===== src/rtl/xbus_timer.sv =====
// -----------------------------------------------------------------------------
// xbus_timer
//   Prescaled up-counter timer with compare match and a level interrupt.
//   It sits on the XBUS as a slave and answers each access with a one-cycle
//   XDACK.
//
//   Optional feature macro: TIMER_CAPTURE_EN. When it is defined, CAP_IN
//   passes through a synchroniser and a rising edge on it latches COUNT into
//   CAPTURE.
//
// Parameters
//   CNT_W  width of COUNT / COMPARE / CAPTURE (1..32)
//   PRE_W  width of PRESCALE and the internal prescaler (1..32)
//
// Ports
//   CLK     system clock
//   RES     asynchronous active-high reset
//   HLT     debug freeze of the prescaler and the counter (bus still served)
//   XDREQ   bus request, chip-select qualified, held until XDACK
//   XRD     read strobe
//   XWR     write strobe (wins when both strobes are high)
//   XBE     byte enables for writes
//   XADDR   byte address, only [4:2] decoded
//   XATAI   write data
//   XATAO   read data, valid while XDACK is high
//   XDACK   one-cycle access acknowledge
//   XIRQ    level interrupt request
//   CAP_IN  asynchronous capture input (used only with TIMER_CAPTURE_EN)
//
// Register map (word index = XADDR[4:2])
//   0 CTRL      [0]EN [1]IRQEN [2]RELOAD [3]ONESHOT
//   1 PRESCALE  tick every PRESCALE+1 enabled cycles
//   2 COMPARE
//   3 COUNT
//   4 STATUS    [0]MATCH W1C, [1]CAPV W1C (capture build only)
//   5 CAPTURE   read-only (capture build only)
//   6,7         read 0, writes ignored
// -----------------------------------------------------------------------------
module xbus_timer #(
    parameter int CNT_W = 32,
    parameter int PRE_W = 16
) (
    input  logic        CLK,
    input  logic        RES,
    input  logic        HLT,
    input  logic        XDREQ,
    input  logic        XRD,
    input  logic        XWR,
    input  logic [3:0]  XBE,
    input  logic [31:0] XADDR,
    input  logic [31:0] XATAI,
    output logic [31:0] XATAO,
    output logic        XDACK,
    output logic        XIRQ,
    input  logic        CAP_IN
);

    typedef enum logic [1:0] {
        IDLE = 2'd0,
        ACK  = 2'd1,
        DONE = 2'd2
    } state_t;

    state_t             state_q;
    logic               ack_q;
    logic [31:0]        rdata_q;

    logic               en_q, en_d;
    logic               irqen_q, irqen_d;
    logic               reload_q, reload_d;
    logic               oneshot_q, oneshot_d;
    logic [PRE_W-1:0]   pre_q, pre_d;
    logic [PRE_W-1:0]   psc_q, psc_d;
    logic [CNT_W-1:0]   cmp_q, cmp_d;
    logic [CNT_W-1:0]   cnt_q, cnt_d;
    logic               match_q, match_d;

    logic               start, do_wr, do_rd, w1c;
    logic [2:0]         idx;
    logic [31:0]        rmux, wmerge;
    logic               run, tick, hit;

`ifdef TIMER_CAPTURE_EN
    // [0],[1] synchroniser stages, [2] previous synchronised value for edge detect
    logic [2:0]         cap_sync_q;
    logic [CNT_W-1:0]   capt_q, capt_d;
    logic               capv_q, capv_d;
    logic               cap_rise;
`else
    logic               unused_cap;
    assign unused_cap = CAP_IN;
`endif

    logic               unused_addr;
    assign unused_addr = ^{XADDR[31:5], XADDR[1:0]};

    // An access is decoded and performed on the edge that moves IDLE -> ACK.
    assign start = (state_q == IDLE) && XDREQ;
    assign do_wr = start && XWR;
    assign do_rd = start && XRD && !XWR;
    assign idx   = XADDR[4:2];
    assign w1c   = do_wr && (idx == 3'd4) && XBE[0];

    assign run   = en_q && !HLT;
    // >= rather than == keeps the prescaler from running away if PRESCALE
    // is lowered below the current prescaler value.
    assign tick  = run && (psc_q >= pre_q);
    assign hit   = tick && (cnt_q == cmp_q);

    // Read mux, zero-extended to 32 bits. It also supplies the old bytes for
    // partial (byte-enabled) writes.
    always_comb begin
        // NOTE: every signal driven from always_comb is given a default first, so no path can infer a latch.
        rmux = '0;
        case (idx)
            3'd0: rmux[3:0]       = {oneshot_q, reload_q, irqen_q, en_q};
            3'd1: rmux[PRE_W-1:0] = pre_q;
            3'd2: rmux[CNT_W-1:0] = cmp_q;
            3'd3: rmux[CNT_W-1:0] = cnt_q;
            3'd4: begin
                rmux[0] = match_q;
`ifdef TIMER_CAPTURE_EN
                rmux[1] = capv_q;
`endif
            end
`ifdef TIMER_CAPTURE_EN
            3'd5: rmux[CNT_W-1:0] = capt_q;
`endif
            default: ;
        endcase
    end

    always_comb begin
        for (int b = 0; b < 4; b++) begin
            wmerge[8*b +: 8] = XBE[b] ? XATAI[8*b +: 8] : rmux[8*b +: 8];
        end
    end

    always_comb begin
        en_d      = en_q;
        irqen_d   = irqen_q;
        reload_d  = reload_q;
        oneshot_d = oneshot_q;
        pre_d     = pre_q;
        cmp_d     = cmp_q;
        cnt_d     = cnt_q;
        match_d   = match_q;
        psc_d     = psc_q;

        // Tick updates come first so that a software write on the same edge
        // overrides them.
        if (tick) begin
            cnt_d = (hit && reload_q) ? '0 : cnt_q + CNT_W'(1);
        end
        if (hit && oneshot_q) begin
            en_d = 1'b0;
        end

        if (do_wr) begin
            case (idx)
                3'd0: {oneshot_d, reload_d, irqen_d, en_d} = wmerge[3:0];
                3'd1: pre_d = wmerge[PRE_W-1:0];
                3'd2: cmp_d = wmerge[CNT_W-1:0];
                3'd3: cnt_d = wmerge[CNT_W-1:0];
                default: ;
            endcase
        end

        // A match set by a tick beats a same-cycle W1C.
        if (w1c && XATAI[0]) begin
            match_d = 1'b0;
        end
        if (hit) begin
            match_d = 1'b1;
        end

        // The prescaler restarts from 0 whenever the timer is (or becomes) disabled.
        if (!en_d) begin
            psc_d = '0;
        end else if (run) begin
            psc_d = tick ? '0 : psc_q + PRE_W'(1);
        end
    end

`ifdef TIMER_CAPTURE_EN
    assign cap_rise = cap_sync_q[1] && !cap_sync_q[2];

    always_comb begin
        capt_d = cap_rise ? cnt_q : capt_q;
        capv_d = capv_q;
        if (w1c && XATAI[1]) begin
            capv_d = 1'b0;
        end
        if (cap_rise) begin
            capv_d = 1'b1;
        end
    end

    assign XIRQ = (match_q || capv_q) && irqen_q;
`else
    assign XIRQ = match_q && irqen_q;
`endif

    assign XDACK = ack_q;
    assign XATAO = rdata_q;

    always_ff @(posedge CLK or posedge RES) begin
        if (RES) begin
            state_q   <= IDLE;
            ack_q     <= 1'b0;
            rdata_q   <= '0;
            en_q      <= 1'b0;
            irqen_q   <= 1'b0;
            reload_q  <= 1'b0;
            oneshot_q <= 1'b0;
            pre_q     <= '0;
            psc_q     <= '0;
            cmp_q     <= '0;
            cnt_q     <= '0;
            match_q   <= 1'b0;
`ifdef TIMER_CAPTURE_EN
            cap_sync_q <= '0;
            capt_q     <= '0;
            capv_q     <= 1'b0;
`endif
        end else begin
            // NOTE: sequential state uses non-blocking assignments so every flop samples pre-edge values.
            case (state_q)
                IDLE: begin
                    if (XDREQ) begin
                        state_q <= ACK;
                        ack_q   <= 1'b1;
                        rdata_q <= do_rd ? rmux : '0;
                    end
                end
                ACK: begin
                    state_q <= DONE;
                    ack_q   <= 1'b0;
                    rdata_q <= '0;
                end
                default: begin
                    // DONE: XDREQ is ignored for one turnaround cycle.
                    state_q <= IDLE;
                end
            endcase

            en_q      <= en_d;
            irqen_q   <= irqen_d;
            reload_q  <= reload_d;
            oneshot_q <= oneshot_d;
            pre_q     <= pre_d;
            psc_q     <= psc_d;
            cmp_q     <= cmp_d;
            cnt_q     <= cnt_d;
            match_q   <= match_d;
`ifdef TIMER_CAPTURE_EN
            cap_sync_q <= {cap_sync_q[1:0], CAP_IN};
            capt_q     <= capt_d;
            capv_q     <= capv_d;
`endif
        end
    end

endmodule


===== config.mk =====
export PLATFORM = sky130hd
export DESIGN_NAME = xbus_timer
export DESIGN_NICKNAME = d
export VERILOG_FILES = /design/src/rtl/xbus_timer.sv
export SDC_FILE = /design/constraint.sdc
export NUM_CORES = 1
export LEC_CHECK = 0
export ABC_AREA = 0
export ABC_CLOCK_PERIOD_IN_PS = 4200
export CAP_MARGIN = 5
export CELL_PAD_IN_SITES_DETAIL_PLACEMENT = 1
export CELL_PAD_IN_SITES_GLOBAL_PLACEMENT = 1
export CORE_ASPECT_RATIO = 0.5
export CORE_MARGIN = 8
export CORE_UTILIZATION = 45
export DETAILED_ROUTE_END_ITERATION = 8
export DONT_BUFFER_PORTS = 1
export GPL_TIMING_DRIVEN = 1
export PLACE_DENSITY_LB_ADDON = 0.1
export SKIP_LAST_GASP = 1
export SYNTH_ARGS = -nofsm -noshare
export SYNTH_HDL_FRONTEND = slang
export SYNTH_SLANG_ARGS = --single-unit

===== constraint.sdc =====
create_clock -name CLK -period 4.2 [get_ports CLK]
set_input_delay 0.84 -clock CLK [delete_from_list [all_inputs] [get_ports CLK]]
set_output_delay 0.84 -clock CLK [all_outputs]
set_load 0.02 [all_outputs]

==> metrics.md <==
| Metric | Value |
|---|---|
| Status | completed |
| Die H | 110 um |
| Clock Sinks | 136 |
| Global Route Usage Sum | 22.5% |
| Initial core utilization | 45.6% |
| Clock Path Buffers | 2 |
| Worst skew pair latency | 0.43 ns |
| Synth Register Bits | 136 |
| Worst Skew | 0.0131 ns |
| Tcrit/Tclk final | 72.0% |
| Max rail drop VDD | 0.300 mV |
| Max Fclk | 0.331 GHz |
| Netlist cell types | 61 |
| Setup Total Neg Slack | 0 ns |
| Drt first pass iters | 4 |
| Critical path arrival | 3.32 ns |
| Per-cell routed wire length | 23.5 um |
| Final Hold Fails | 0 |
| Nets | 878 |
| XOR/XNOR Fraction of Synth Area | 7.33% |
| Routability cong. | 0.809 |
| Critical path peak fanout | 13 |
| Ant. Diodes | 0 |
| Slew Viols, Final | 0 |
| Yosys Warn Count | 0 |
| Row cnt | 34 |
| Min-delay worst type | in2async |
| Initial antenna violation count | 0 |
| GRT overflow | 0 |
| Mux share of post-synthesis cell area | 5.19% |
| Mapped Area | 0.00788 sq mm |
| CTS H-Tree Depth | 4 |
| Residual DRC | 0 |
| Core area | 0.0173 sq mm |
| Synth-to-Final Area Change | 10.5% |
| First-pass GRT wire length | 38.7 mm |
| Pre-CTS setup slack | 1.25 ns |
| Maxcap violations | 0 |
| Compound-Gate Fraction of Synth Area | 21.2% |
| Syn avg cell area | 9.76 sq um |
| Resize count post-CTS | 0 |
| Period minus WS final | 3.02 ns |
| Simple-Gate Fraction of Synth Area | 15.7% |
| Post-CTS setup buffers | 0 |
| Synth Net Count | 901 |
| 1st-iter DRT viols | 412 |
| IO Port Bufs | 0 |
| Total CTS buffers | 17 |
| WS Path Type | reg2reg |
| Routed Wire Length | 24.2 mm |
| Lkg Pwr | 3.43 nW |
| Post-DP Area | 0.00807 sq mm |
| Largest net degree at the start of global routing | 68 |
| EDFF count, synth | 0 |
| Reg clk slew, reported paths | 0.06 ns |
| Ys flop type | dfrtp_1 |
| Slew HR | 29.5% |
| Sequential area share after synthesis | 43.2% |
| Hpwl dp | 17.1 mm |
| Critical path startpoint category | register |
| Number of global-route vias before repair | 6435 |
| Ports | 109 |
| Post-route ant nets | 0 |
| CTS Hold Buffers Added | 0 |
| Die ar. | 0.0223 sq mm |
| Worst-margin pin slew | 1.06 ns |
| FILL cells | 1944 |
| Setup crit end kind | register |
| Vias/cell | 6.04 |
| PD cells | 475 mW/mm^2 |
| Adder-Cell Fraction of Synth Area | 2.86% |
| CTS tree | yes |
| Largest family of logic cells by synthesized area | compound AO/OA/AOI/OAI gates |
| RSZ-0062 raised after global routing | no |
| Post-Syn Instances | 808 |
| DR vias | 6229 |
| Layout cells sized above 1 | 12.0% |
| Setup violations, final | 0 |
| Asr flop ratio synth | 100% |
| Die Wd | 203 um |
| PnR worst setup slack | 1.18 ns |
| Clock root cell | clkbuf_16 |
| Final instance area | 0.00871 sq mm |
| WP data required | 4.50 ns |
## worst max-delay path: stages (launching register included)
cell     delay [ns]
dfrtp_1        0.45
xnor2_1        0.47
nand4_1        0.19
nor4_2         0.65
nand3_2        0.30
buf_4          0.27
o21ai_1        0.17
buf_4          0.25
o22ai_1        0.12
## path summary, 6_finish.rpt
kind | cells after the start | start | end | slack [ns]
max reg2reg | 8 | cnt_q[1] | cnt_q[17] | 1.18
max in group asynchronous | 2 | RES | psc_q[13] | 2.81
min reg2reg | 2 | pre_q[15] | pre_q[15] | 0.49
min | 1 | RES | state_q[1] | 0.44
max | 8 | cnt_q[1] | cnt_q[17] | 1.18
min in group CLK | 2 | pre_q[15] | pre_q[15] | 0.49
## placed cells by master, fill, tap and decap left out, types with 7 or more instances in the layout
cell / instances
xor2_1: 8
nor3_1: 12
nor2_1: 39
o21ai_0: 66
xnor2_1: 58
a22o_1: 30
nand4_1: 16
a22oi_1: 26
nand3_1: 26
o22ai_1: 19
nand2_1: 101
inv_1: 29
a211oi_1: 7
clkbuf_16: 17
buf_4: 14
dfrtp_1: 136
a2111oi_4: 9
ha_1: 18
mux2_2: 15
o21ai_1: 7
a21oi_1: 32
mux2i_1: 15
## power by group
part | internal (mW) | switching (mW) | total [mW]
Combinational | 0.306 | 0.457 | 0.763
Sequential | 1.48 | 0.233 | 1.72
Clock | 1.04 | 0.616 | 1.66
## through the flow
step,hold slack (ns),power (mW),util [%],std cells
after floorplan,0.450,2.24,-,808
after global placement,0.461,2.46,46.7,1000
after detailed placement,0.474,2.49,46.7,1000
after CTS,0.451,4.16,50.4,1032
after global routing,0.484,4.34,50.4,1032
final,0.436,4.14,50.4,1032
## sequential cells by signal (all words and copies together) (netlist names)
signal and count:
cnt_q 32, cmp_q 32, state_q 2, match_q 1, XATAO 32, XDACK 1, reload_q 1, irqen_q 1
psc_q 16, oneshot_q 1, en_q 1, pre_q 16
## metal layers
metal  global-route usage (%)  vias to the layer above  part of all wire (%)
met1                     32.1                     3213                    50
met5                        0                        -                     0
li1                         -                     2865                     -
met3                     5.32                       25                   3.9
met2                     34.1                      126                    45
met4                     5.76                        0                   1.2
## cells by family (layout without fill, tap and decap cells)
family,after synthesis,in the layout
AO/OA/AOI/OAI,227,227
XOR/XNOR,66,66
adder cells (fa/ha/maj),18,18
buffers and inverters,87,77
flip-flops,136,136
multiplexers,34,34
AND/OR/NAND/NOR,240,240
## synthesized netlist by cell type, types with 3 or more instances
| cell type | instances | share of area [%] |
|---|---|---|
| a2111oi_4 | 9 | 3.1 |
| a211oi_1 | 7 | 0.67 |
| a21oi_1 | 33 | 2.1 |
| a22o_1 | 30 | 3.3 |
| a22oi_1 | 26 | 2.5 |
| a31oi_1 | 6 | 0.48 |
| a32oi_1 | 4 | 0.44 |
| and2_1 | 5 | 0.40 |
| and3_1 | 5 | 0.40 |
| and4_1 | 4 | 0.44 |
| buf_1 | 3 | 0.14 |
| buf_2 | 16 | 1.0 |
| clkbuf_1 | 34 | 1.6 |
| dfrtp_1 | 136 | 43 |
| ha_1 | 18 | 2.9 |
| inv_1 | 30 | 1.4 |
| mux2_2 | 15 | 2.1 |
| mux2i_1 | 15 | 1.9 |
| mux4_2 | 4 | 1.1 |
| nand2_1 | 101 | 4.8 |
| nand2b_1 | 6 | 0.48 |
| nand3_1 | 27 | 1.7 |
| nand4_1 | 16 | 1.3 |
| nor2_1 | 40 | 1.9 |
| nor2b_1 | 3 | 0.24 |
| nor3_1 | 12 | 0.76 |
| nor4_4 | 4 | 1.1 |
| o21ai_0 | 66 | 4.2 |
| o21ai_1 | 7 | 0.44 |
| o22ai_1 | 19 | 1.5 |
| o31ai_1 | 6 | 0.57 |
| xnor2_1 | 58 | 6.4 |
| xor2_1 | 8 | 0.89 |
## area by class of cell
cell class                      count  area, sq um  area share [%]
Clock buffer                       21          470            5.40
Clock inverter                     11          170            1.95
Inverter                           30          116            1.34
Multi-Input combinational cell    585         4140            47.5
Sequential cell                   136         3400            39.1
Tap cell                          234          293            3.36
Timing Repair Buffer               15          125            1.44
Power figures use the tool's default switching activity.
